===== src/rtl/digit_scan_ctrl_if.sv =====
// rtl/digit_scan_ctrl_if.sv - bus bundle between score logic, digit scanner and display pins
//
// Purpose : groups the scanner's control/data inputs and its display outputs.
// Signals : en, load, digits_in[15:0]       - driven by the score logic (master)
//           code[3:0], an[3:0], nibble[3:0],
//           frame_tick, pending              - driven by the scanner (slave)
interface digit_scan_ctrl_if;
    logic        en;
    logic        load;
    logic [15:0] digits_in;
    logic [3:0]  code;
    logic [3:0]  an;
    logic [3:0]  nibble;
    logic        frame_tick;
    logic        pending;

    modport master (
        output en, load, digits_in,
        input  code, an, nibble, frame_tick, pending
    );

    modport slave (
        input  en, load, digits_in,
        output code, an, nibble, frame_tick, pending
    );
endinterface


===== src/rtl/digit_scan_ctrl.sv =====
// rtl/digit_scan_ctrl.sv - 4-digit time-multiplexed display scanner with double-buffered score
//
// Purpose : rotates a one-hot digit select every DIV clocks and drives the
//           matching active-low anodes and BCD nibble. New scores go into a
//           shadow buffer and are swapped into the active buffer only when the
//           scan wraps from digit3 to digit0, so a frame never tears.
// Params  : DIV - clocks per digit slot (>= 2)
// Ports   : clk  - system clock, rising edge
//           rst  - synchronous active-high reset
//           bus  - digit_scan_ctrl_if.slave
//                  in : en, load, digits_in[15:0]
//                  out: code[3:0], an[3:0], nibble[3:0], frame_tick, pending
// Macros  : SCAN_LZB_EN - when defined, leading-zero blanking of digits 3..1
module digit_scan_ctrl #(
    parameter int DIV = 50000
) (
    input  logic               clk,
    input  logic               rst,
    digit_scan_ctrl_if.slave   bus
);
    localparam int CW = (DIV > 1) ? $clog2(DIV) : 1;

    logic [CW-1:0] r_cnt;
    logic [3:0]    r_code;
    logic [3:0]    r_an;
    logic [3:0]    r_nibble;
    logic          r_frame_tick;
    logic          r_pending;
    logic [15:0]   r_active;
    logic [15:0]   r_shadow;

    logic          w_tick;
    logic          w_wrap;
    logic          w_swap;
    logic [3:0]    w_code_next;
    logic [15:0]   w_active_next;
    logic [3:0]    w_nibble_next;
    logic [3:0]    w_blank;
    logic [3:0]    w_an_next;

    assign w_tick        = bus.en && (r_cnt == CW'(DIV - 1));
    assign w_wrap        = w_tick && r_code[3];
    assign w_swap        = w_wrap && r_pending;
    assign w_code_next   = w_tick ? {r_code[2:0], r_code[3]} : r_code;
    // The active buffer takes the shadow as it was before this edge, so a load
    // in the swap cycle lands in the shadow for the following frame.
    assign w_active_next = w_swap ? r_shadow : r_active;

    // nibble and anodes are computed from next-state values so that code,
    // an and nibble all change on the same edge.
    always_comb begin
        w_nibble_next = 4'h0;
        unique case (w_code_next)
            4'b0001: w_nibble_next = w_active_next[3:0];
            4'b0010: w_nibble_next = w_active_next[7:4];
            4'b0100: w_nibble_next = w_active_next[11:8];
            4'b1000: w_nibble_next = w_active_next[15:12];
            default: w_nibble_next = 4'h0;
        endcase
    end

`ifdef SCAN_LZB_EN
    // A digit is blanked when it and every digit above it are zero.
    always_comb begin
        w_blank    = 4'b0000;
        w_blank[3] = (w_active_next[15:12] == 4'h0);
        w_blank[2] = w_blank[3] && (w_active_next[11:8] == 4'h0);
        w_blank[1] = w_blank[2] && (w_active_next[7:4] == 4'h0);
        w_blank[0] = 1'b0;
    end
`else
    assign w_blank = 4'b0000;
`endif

    assign w_an_next = bus.en ? (~w_code_next | w_blank) : 4'hF;

    always_ff @(posedge clk) begin
        if (rst) begin
            r_cnt        <= '0;
            r_code       <= 4'b0001;
            r_an         <= 4'hF;
            r_nibble     <= 4'h0;
            r_frame_tick <= 1'b0;
            r_pending    <= 1'b0;
            r_active     <= 16'h0000;
            r_shadow     <= 16'h0000;
        end else begin
            if (bus.en) begin
                r_cnt <= w_tick ? '0 : r_cnt + CW'(1);
            end
            r_code       <= w_code_next;
            r_an         <= w_an_next;
            r_nibble     <= w_nibble_next;
            r_frame_tick <= w_wrap;
            r_active     <= w_active_next;
            if (bus.load) begin
                r_shadow  <= bus.digits_in;
                r_pending <= 1'b1;
            end else if (w_swap) begin
                r_pending <= 1'b0;
            end
        end
    end

    assign bus.code       = r_code;
    assign bus.an         = r_an;
    assign bus.nibble     = r_nibble;
    assign bus.frame_tick = r_frame_tick;
    assign bus.pending    = r_pending;
endmodule


===== src/flat_wrapper.sv =====
// flat-port wrapper written by rule: the top's interface ports become plain ports
module digit_scan_ctrl_flat 
#(
    parameter int DIV = 50000
)
  (clk, rst, bus_en, bus_load, bus_digits_in, bus_code, bus_an, bus_nibble, bus_frame_tick, bus_pending);
  digit_scan_ctrl_if bus_i ();
  input  logic clk;
  input  logic rst;
  input wire logic [$bits(bus_i.en)-1:0] bus_en;
  input wire logic [$bits(bus_i.load)-1:0] bus_load;
  input wire logic [$bits(bus_i.digits_in)-1:0] bus_digits_in;
  output wire logic [$bits(bus_i.code)-1:0] bus_code;
  output wire logic [$bits(bus_i.an)-1:0] bus_an;
  output wire logic [$bits(bus_i.nibble)-1:0] bus_nibble;
  output wire logic [$bits(bus_i.frame_tick)-1:0] bus_frame_tick;
  output wire logic [$bits(bus_i.pending)-1:0] bus_pending;
  assign bus_i.en = bus_en;
  assign bus_i.load = bus_load;
  assign bus_i.digits_in = bus_digits_in;
  assign bus_code = bus_i.code;
  assign bus_an = bus_i.an;
  assign bus_nibble = bus_i.nibble;
  assign bus_frame_tick = bus_i.frame_tick;
  assign bus_pending = bus_i.pending;
  digit_scan_ctrl #(.DIV(DIV)) u_core (.clk(clk), .rst(rst), .bus(bus_i));
endmodule

===== config.mk =====
export PLATFORM = sky130hd
export DESIGN_NAME = digit_scan_ctrl_flat
export DESIGN_NICKNAME = d
export VERILOG_FILES = /design/src/rtl/digit_scan_ctrl_if.sv /design/src/rtl/digit_scan_ctrl.sv /design/src/flat_wrapper.sv
export SDC_FILE = /design/constraint.sdc
export NUM_CORES = 1
export LEC_CHECK = 0
export BUFFER_PORTS_ARGS = -buffer_cell sky130_fd_sc_hd__buf_2
export CAP_MARGIN = 20
export CORE_UTILIZATION = 59
export CTS_BUF_LIST = sky130_fd_sc_hd__clkbuf_2 sky130_fd_sc_hd__clkbuf_4 sky130_fd_sc_hd__clkbuf_8
export DETAILED_ROUTE_END_ITERATION = 10
export PLACE_DENSITY = 0.9
export SYNTH_ARGS = -nofsm -noshare
export SYNTH_HDL_FRONTEND = slang
export SYNTH_SLANG_ARGS = --single-unit

===== constraint.sdc =====
create_clock -name clk -period 2.8 [get_ports clk]
set_clock_uncertainty 0.15 [all_clocks]
set_input_delay 0 -clock clk [delete_from_list [all_inputs] [get_ports clk]]
set_output_delay 0 -clock clk [all_outputs]
set_load 0.1 [all_outputs]

; ---- Word-level counts from Yosys, hierarchy flattened
; Cells that the tools add are included.
[classes]
n_addsub = 1
eq_ne = 5
mux = 6
bitwise = 2
reduce_logical = 5
[ops]
columns = cell, n
row1 = $mux W16, 2
row2 = $add A16 B1 Y16 const B, 1
row3 = $eq A16 B16 Y1 const B, 1
row4 = $pmux W4 S4, 1
row5 = $eq A4 B1 Y1 const B, 1
row6 = $eq A4 B2 Y1 const B, 1
row7 = $eq A4 B3 Y1 const B, 1
row8 = $eq A4 B4 Y1 const B, 1
row9 = $mux W4, 1
row10 = $not A4 Y4, 1
row11 = $logic_and A1 B1 Y1, 3
row12 = $mux W1, 2
row13 = $reduce_bool A2 Y1, 1
row14 = $reduce_or A2 Y1, 1
row15 = $not A1 Y1, 1
[word_totals]
regBits = 62
inputBits = 20
out_inout_bits = 14

; ---- Longest topological paths before layout
; Gate-level depths: netlist (run 1).
[logic_depth]
depth_word = 6
depth_mapped = 7
mapped_depth_nobuf = 6

; ---- Worst setup path after synthesis (run 1)
; No wires, ideal clock.
[synth_timing]
path_type = register to register
from = register u_core.r_code[3], in the netlist u_core.bus.code[3]
to = register u_core.r_nibble[2], in the netlist u_core.bus.nibble[2]
setup_ns = 0.134
arrival_ns = 2.120
setup_slack_ns = 0.396
path_stages_with_launch = 7
path_buffers = 2
synth_period_minus_slack_ns = 2.404
path_cell_list = dfxtp_1 clkbuf_1 and2_1 clkbuf_1 a21boi_0 o211ai_1 o2111ai_1
[synth_between]
elab_chain_cells = 4
word_cells_on_any_way = 9
cone_classes = eq/ne: 4 / mux: 3 / reduce/logical: 2
[synth_rtl]
columns = element, line_no
row1 = start: declaration, digit_scan_ctrl.sv:24  ; logic [3:0] r_code;
row2 = start signal: assignment, digit_scan_ctrl.sv:91  ; r_code <= w_code_next;
row3 = branches (longest 3 deep; another with $mux W4), --
row4 = $pmux W4 S4 *, digit_scan_ctrl.sv:53  ; unique case (w_code_next)
row5 = end signal: assignment, digit_scan_ctrl.sv:93  ; r_nibble <= w_nibble_next;
row6 = end: declaration, digit_scan_ctrl.sv:26  ; logic [3:0] r_nibble;
; Mark *: on every way between the ends.
; A chain may end at the register's enable or synchronous reset.

; ---- Final worst setup path (run 1)
[layout_timing]
from = register u_core.r_cnt[11]
to = register u_core.r_nibble[3], in the netlist u_core.bus.nibble[3]
[layout_between]
elab_chain_cells = 6
word_cells_on_any_way = 11
cone_classes = eq/ne: 5 / mux: 3 / reduce/logical: 3
[layout_rtl]
columns = element, line_no
row1 = start: declaration, digit_scan_ctrl.sv:23  ; logic [CW-1:0] r_cnt;
row2 = start signal: assignment, digit_scan_ctrl.sv:89  ; r_cnt <= w_tick ? '0 : r_cnt + CW'(1);
row3 = $eq A16 B16 Y1 *, digit_scan_ctrl.sv:41  ; assign w_tick = bus.en && (r_cnt == CW'(DIV - 1));
row4 = $logic_and A1 B1 Y1 *, digit_scan_ctrl.sv:41
row5 = branches (longest 3 deep; another with $mux W4), --
row6 = $pmux W4 S4 *, digit_scan_ctrl.sv:53
; Marks and branches as above.

==> results.json, run 1 <==
{
  "final.setup.tns_ns": 0,
  "antenna_found_initial": 0,
  "grt_util_met3_pct": 11.0,
  "antennaDiodeCount": 0,
  "drive_gt1_share_pct": 17.1,
  "syn-num-nets": 301,
  "synth_cell_types": 40,
  "outcome": "finished clean",
  "crit_path_end_kind": "flop",
  "p_leak_nw": 1.32,
  "tightest_slew_ns": 0.584,
  "endpoint": "u_core.bus.nibble[3]",
  "grt_use_met1_pct": 33.1,
  "place_congestion": 0.847,
  "first_global_vias": 1987,
  "grt_overflow": 0,
  "r2r_end": "u_core.bus.nibble[3]",
  "clock_latency_ns": 0.34,
  "vias": 2251,
  "avgRoutedWirePerCell_um": 14.9,
  "drt_pass1_iterations": 4,
  "synth_edf_count": 0,
  "ctsLongestPathBuffers": 2,
  "final_util_pct": 79.4,
  "die_h_um": 68.1,
  "place.port_buffers": 33,
  "hold_violations": 0,
  "core_mm2": 0.00409,
  "ir_worst_vdd_mv": 0.397,
  "ctsResizeCount": 0,
  "reg2reg_depth": 5,
  "setup-violations-final": 0,
  "p_per_area_mw_per_mm2": 558,
  "cp-start-kind": "flop",
  "rsz0062_at_grt": "no",
  "syn_area_mm2": 0.00258,
  "yosys_warnings": 0,
  "ys.flop_type": "dfxtp_1",
  "max_stage_delay_ns": 0.67,
  "drc": 0,
  "crit_chain": "or4b_4, or4_4, nor3b_1, o21ai_0, o2111ai_1",
  "start_util_pct": 63.1,
  "root_buffer": "clkbuf_8",
  "postRouteAntennaNets": 0,
  "cp.required_ns": 2.91,
  "max_freq_mhz": 384,
  "grt_pass1_wl_um": 9110,
  "area_growth_pct": 25.8,
  "die-area_mm2": 0.00464,
  "yosysTopAreaCell": "dfxtp_1",
  "fin_ws_ns": 0.199,
  "vias_per_cell": 5.68,
  "netlist_top_cells_area": "dfxtp_1 (48%), mux2i_1 (8.2%), nor2_1 (4.7%)",
  "timing.rr.start": "u_core.r_cnt[11]",
  "post-route-period-util_pct": 92.9,
  "r2r_setup_slack_ns": 0.20,
  "async_reset_ff_share_pct": 0,
  "hold_path.class": "primary input to flop",
  "seq_area_frac_synth_pct": 48.1,
  "period_needed_ns": 2.60,
  "pre_cts_slack_ns": 0.345,
  "critPathSlowestCell": "or4_4",
  "syn_area_per_cell_um2": 9.21,
  "report.final.slew_viol_count": 0,
  "dp_hpwl_um": 3520,
  "grt_usage_pct": 27.6,
  "nNetsFinal": 362,
  "crit_path_start": "u_core.r_cnt[11]",
  "grt_busiest_layer": "met2",
  "rows": 23,
  "cts.reportedPaths.clkPinSlew_ns": 0.07,
  "critPathArrivalTime_ns": 2.71,
  "die_x_um": 68.1,
  "drv_cap": 0,
  "synth.top_cell.area_share_pct": 48.1,
  "synthMostInstantiatedCell": "dfxtp_1",
  "synth_cells": 280,
  "tritoncts": "built",
  "boundaryPins": 34,
  "htreeDepth": 3,
  "ys_seq_elements": 62,
  "ys_top_cells_by_count": "dfxtp_1 (62), nor2_1 (32), nand2_1 (25)",
  "use_met2_pct": 44.0,
  "cts-buffers-inserted": 9,
  "grt_max_degree": 29,
  "totalWireLength_um": 5880,
  "totalPowerFinal_mw": 1.81,
  "path_max_fanout": 13,
  "slew_headroom_pct": 60.6,
  "cts_sinks": 62,
  "worstSetupPathType": "flop to flop",
  "drt_iter0_markers": 183
}
through the flow:
stage | instance area (um2) | std cells | hold slack [ns]
after detailed placement | 2760 | 352 | 0.0910
after floorplan | 2580 | 280 | -0.00316
after global routing | 3240 | 396 | 0.0697
final | 3240 | 396 | 0.0576
after global placement | 2760 | 352 | 0.0824
after CTS | 3240 | 396 | 0.0419
worst min-delay path by stage:
stage | startpoint | to | slack, ns | cells after the start
global route | bus_load | u_core.r_shadow[9] | 0.07 | 3
floorplan | bus_digits_in[4] | u_core.r_shadow[4] | -0.003 | 2
CTS | bus_load | u_core.r_shadow[9] | 0.04 | 3
detailed placement | bus_digits_in[10] | u_core.r_shadow[10] | 0.09 | 3
global placement | bus_digits_in[14] | u_core.r_shadow[14] | 0.08 | 3
finish | bus_load | u_core.r_shadow[9] | 0.06 | 3
state kept, by name, summed over array words and instances (netlist names):
| name | flops |
|---|---|
| u_core.bus.code | 4 |
| u_core.bus.frame_tick | 1 |
| u_core.r_active | 16 |
| u_core.r_shadow | 16 |
| u_core.bus.nibble | 4 |
| u_core.bus.pending | 1 |
| u_core.bus.an | 4 |
| u_core.r_cnt | 16 |
critical path, delay by kind of cell (launching register included):
family           cells  cell delay (ns)
AND/OR/NAND/NOR      3             1.49
AO/OA/AOI/OAI        2             0.52
flip-flops           1             0.35
timing repair:
action	4_1_cts	5_1_grt
hold buffers	28	0
buffers inserted	0	0
hold endpoints to repair	30	0
per-layer routing:
layer / routed length (um) / up-vias
met3: 377 / 11
met2: 2830 / 84
met5: 0 / -
met4: 69 / 0
li1: - / 1105
met1: 2610 / 1051
cell type report:
cell class / instances / area, um2
sequential: 62 / 1240
inverter: 5 / 18.8
multi-input combinational: 200 / 1260
clock inverter: 5 / 58.8
tap: 50 / 62.6
clock buffer: 11 / 145
fill: 271 / 842
timing repair buffer: 63 / 460
logic make-up after synthesis:
group / share of synthesized area (%)
fa+ha+maj: 0.485
xor+xnor: 3.40
mux: 8.15
compound gates: 12.3
buf+inv: 3.11
flops: 48.1
simple gates: 24.4
power by group:
group,switching [mW],internal [mW]
Combinational,0.0571,0.0580
Sequential,0.0113,0.900
Clock,0.341,0.444
Total,0.410,1.40
placed cells by master, fill, tap and decap left out, types with 5 or more instances in the layout:
cell,instances
xor2_1,7
o21ai_0,6
a21boi_0,5
nand3_1,13
inv_1,5
nand2_1,25
and3_1,5
buf_2,33
dfxtp_1,62
nand4_1,6
clkbuf_8,10
a21oi_1,19
nor3_1,6
nor2_1,32
dlygate4sd3_1,28
mux2i_1,21
nand2b_1,12
(Power assumes the default switching activity.)
==> run 2: changes to the inputs <==
--- a/config.mk
+++ b/config.mk
@@ -5,7 +5,7 @@
 export SDC_FILE = /design/constraint.sdc
 export NUM_CORES = 1
 export LEC_CHECK = 0
-export BUFFER_PORTS_ARGS = -buffer_cell sky130_fd_sc_hd__buf_2
+export BUFFER_PORTS_ARGS = -buffer_cell sky130_fd_sc_hd__clkbuf_2
 export CAP_MARGIN = 20
 export CORE_UTILIZATION = 59
 export CTS_BUF_LIST = sky130_fd_sc_hd__clkbuf_2 sky130_fd_sc_hd__clkbuf_4 sky130_fd_sc_hd__clkbuf_8
==> constraint.sdc (replaced) <==
create_clock -name clk -period 2.8 [get_ports clk]
set_clock_uncertainty 0.15 [all_clocks]
set_input_delay 0 -clock clk [delete_from_list [all_inputs] [get_ports clk]]
set_output_delay 0 -clock clk [all_outputs]
set_load 0.02 [all_outputs]
==> results.json, run 2 (synthesis gave the netlist of run 1 again) <==
{
  "clock_latency_ns": 0.33,
  "dp_hpwl_um": 3540,
  "cp.required_ns": 2.89,
  "r2r_end": "u_core.bus.nibble[1]",
  "vias": 2201,
  "root_buffer": "clkbuf_8",
  "core_mm2": 0.00409,
  "timing.rr.start": "u_core.r_cnt[11]",
  "max_stage_delay_ns": 0.68,
  "ir_worst_vdd_mv": 0.508,
  "reg.largest.list": "u_core.r_active: 16 flops, u_core.r_cnt: 16 flops, u_core.r_shadow: 16 flops",
  "worstSetupPathType": "flop to flop",
  "drt_iter0_markers": 150,
  "hold_violations": 0,
  "cp-start-kind": "flop",
  "cts_sinks": 62,
  "antennaDiodeCount": 0,
  "boundaryPins": 34,
  "antenna_found_initial": 0,
  "path_max_fanout": 13,
  "critPathArrivalTime_ns": 2.67,
  "postRouteAntennaNets": 0,
  "p_leak_nw": 1.28,
  "final.setup.tns_ns": 0,
  "reg2reg_depth": 5,
  "first_global_vias": 1978,
  "grt_max_degree": 32,
  "grt_overflow": 0,
  "cts-buffers-inserted": 9,
  "drive_gt1_share_pct": 17.6,
  "totalWireLength_um": 5620,
  "max_freq_mhz": 388,
  "rows": 23,
  "grt_usage_pct": 27.0,
  "die_x_um": 68.1,
  "tightest_slew_ns": 0.581,
  "avgRoutedWirePerCell_um": 14.6,
  "die_h_um": 68.1,
  "tritoncts": "built",
  "r2r_setup_slack_ns": 0.22,
  "final_common_cell": "dfxtp_1",
  "layout_common_cells": "dfxtp_1 (62), clkbuf_2 (33), nor2_1 (32)",
  "p_per_area_mw_per_mm2": 603,
  "drv_cap": 0,
  "nFillCells": 295,
  "post_cts_buffers": 0,
  "path_delay_family": "simple AND/OR/NAND/NOR gates",
  "place.port_buffers": 33,
  "ctsLongestPathBuffers": 2,
  "path_depth": 5,
  "vias_per_cell": 5.72,
  "start_util_pct": 63.1,
  "die-area_mm2": 0.00464,
  "report.final.slew_viol_count": 0,
  "endpoint": "u_core.bus.nibble[1]",
  "crit_path_start": "u_core.r_cnt[11]",
  "hold_path.class": "primary input to flop",
  "drc": 0,
  "area_growth_pct": 22.9,
  "cts.reportedPaths.clkPinSlew_ns": 0.06,
  "drt_pass1_iterations": 4,
  "critPathSlowestCell": "or4_4",
  "nNetsFinal": 351,
  "path_buf_inv": 0,
  "slew_headroom_pct": 61.3,
  "post-route-period-util_pct": 92.1,
  "worstHoldStart": "rst",
  "crit_path_end_kind": "flop",
  "outcome": "finished clean",
  "crit_chain": "or4b_4, or4_4, nor3b_1, o21ai_0, o2111ai_1",
  "rsz0062_at_grt": "no",
  "grt_pass1_wl_um": 8910,
  "place_congestion": 0.863,
  "setup-violations-final": 0,
  "htreeDepth": 3,
  "final_util_pct": 77.5,
  "period_needed_ns": 2.58
}
-- run 2: timing repair --
action / CTS / global route
hold buffers: 17 / 0
endpoints found under the setup margin: 0 / 0
endpoints found under the hold margin: 23 / 0
resized for setup: 0 / 0
-- run 2: layout make-up --
type / count / area (um2) / area share (%)
Clock inverter: 3 / 65.1 / 2.05
Multi-Input combinational cell: 200 / 1260 / 39.7
Sequential cell: 62 / 1240 / 39.2
Inverter: 5 / 18.8 / 0.592
Timing Repair Buffer: 52 / 350 / 11.1
Tap cell: 50 / 62.6 / 1.97
Clock buffer: 13 / 173 / 5.45
-- run 2: layer usage --
layer	global-route usage [%]	share of wire, %	vias up	routed length [um]
met5	0	0	-	0
met4	17.2	3.2	0	179
met3	6.17	5.5	19	307
met2	42.3	48	79	2710
met1	33.0	43	1014	2420
li1	-	-	1089	-
-- run 2: worst register-to-register path, stage by stage, from the launching register on --
cell and delay (ns):
dfxtp_1 0.35, or4b_4 0.58, or4_4 0.68, nor3b_1 0.24
o21ai_0 0.23, o2111ai_1 0.27
-- run 2: power breakdown --
group,switching (mW),internal [mW]
logic,0.0434,0.0470
clock network,0.327,0.583
registers,0.0111,0.900
-- run 2: worst min path at each step --
stage,to,slack (ns),cells past startpoint
finish,u_core.bus.code[3],0.08,2
global route,u_core.r_shadow[1],0.13,2
CTS,u_core.bus.code[3],0.09,2
detailed placement,u_core.r_shadow[13],0.09,3
global placement,u_core.r_shadow[14],0.08,3
floorplan,u_core.r_shadow[4],-0.003,2
-- run 2: metrics by stage --
step | hold WS (ns) | total power, mW | cell area [um2] | instances | setup slack (ns)
2_1_floorplan | -0.00316 | 0.976 | 2580 | 280 | 0.539
4_1_cts | 0.0898 | 1.92 | 3170 | 385 | 0.285
3_3_place_gp | 0.0844 | 0.998 | 2760 | 352 | 0.395
5_1_grt | 0.131 | 1.97 | 3170 | 385 | 0.135
3_5_place_dp | 0.0923 | 1.00 | 2760 | 352 | 0.349
6_report | 0.0825 | 1.91 | 3170 | 385 | 0.220
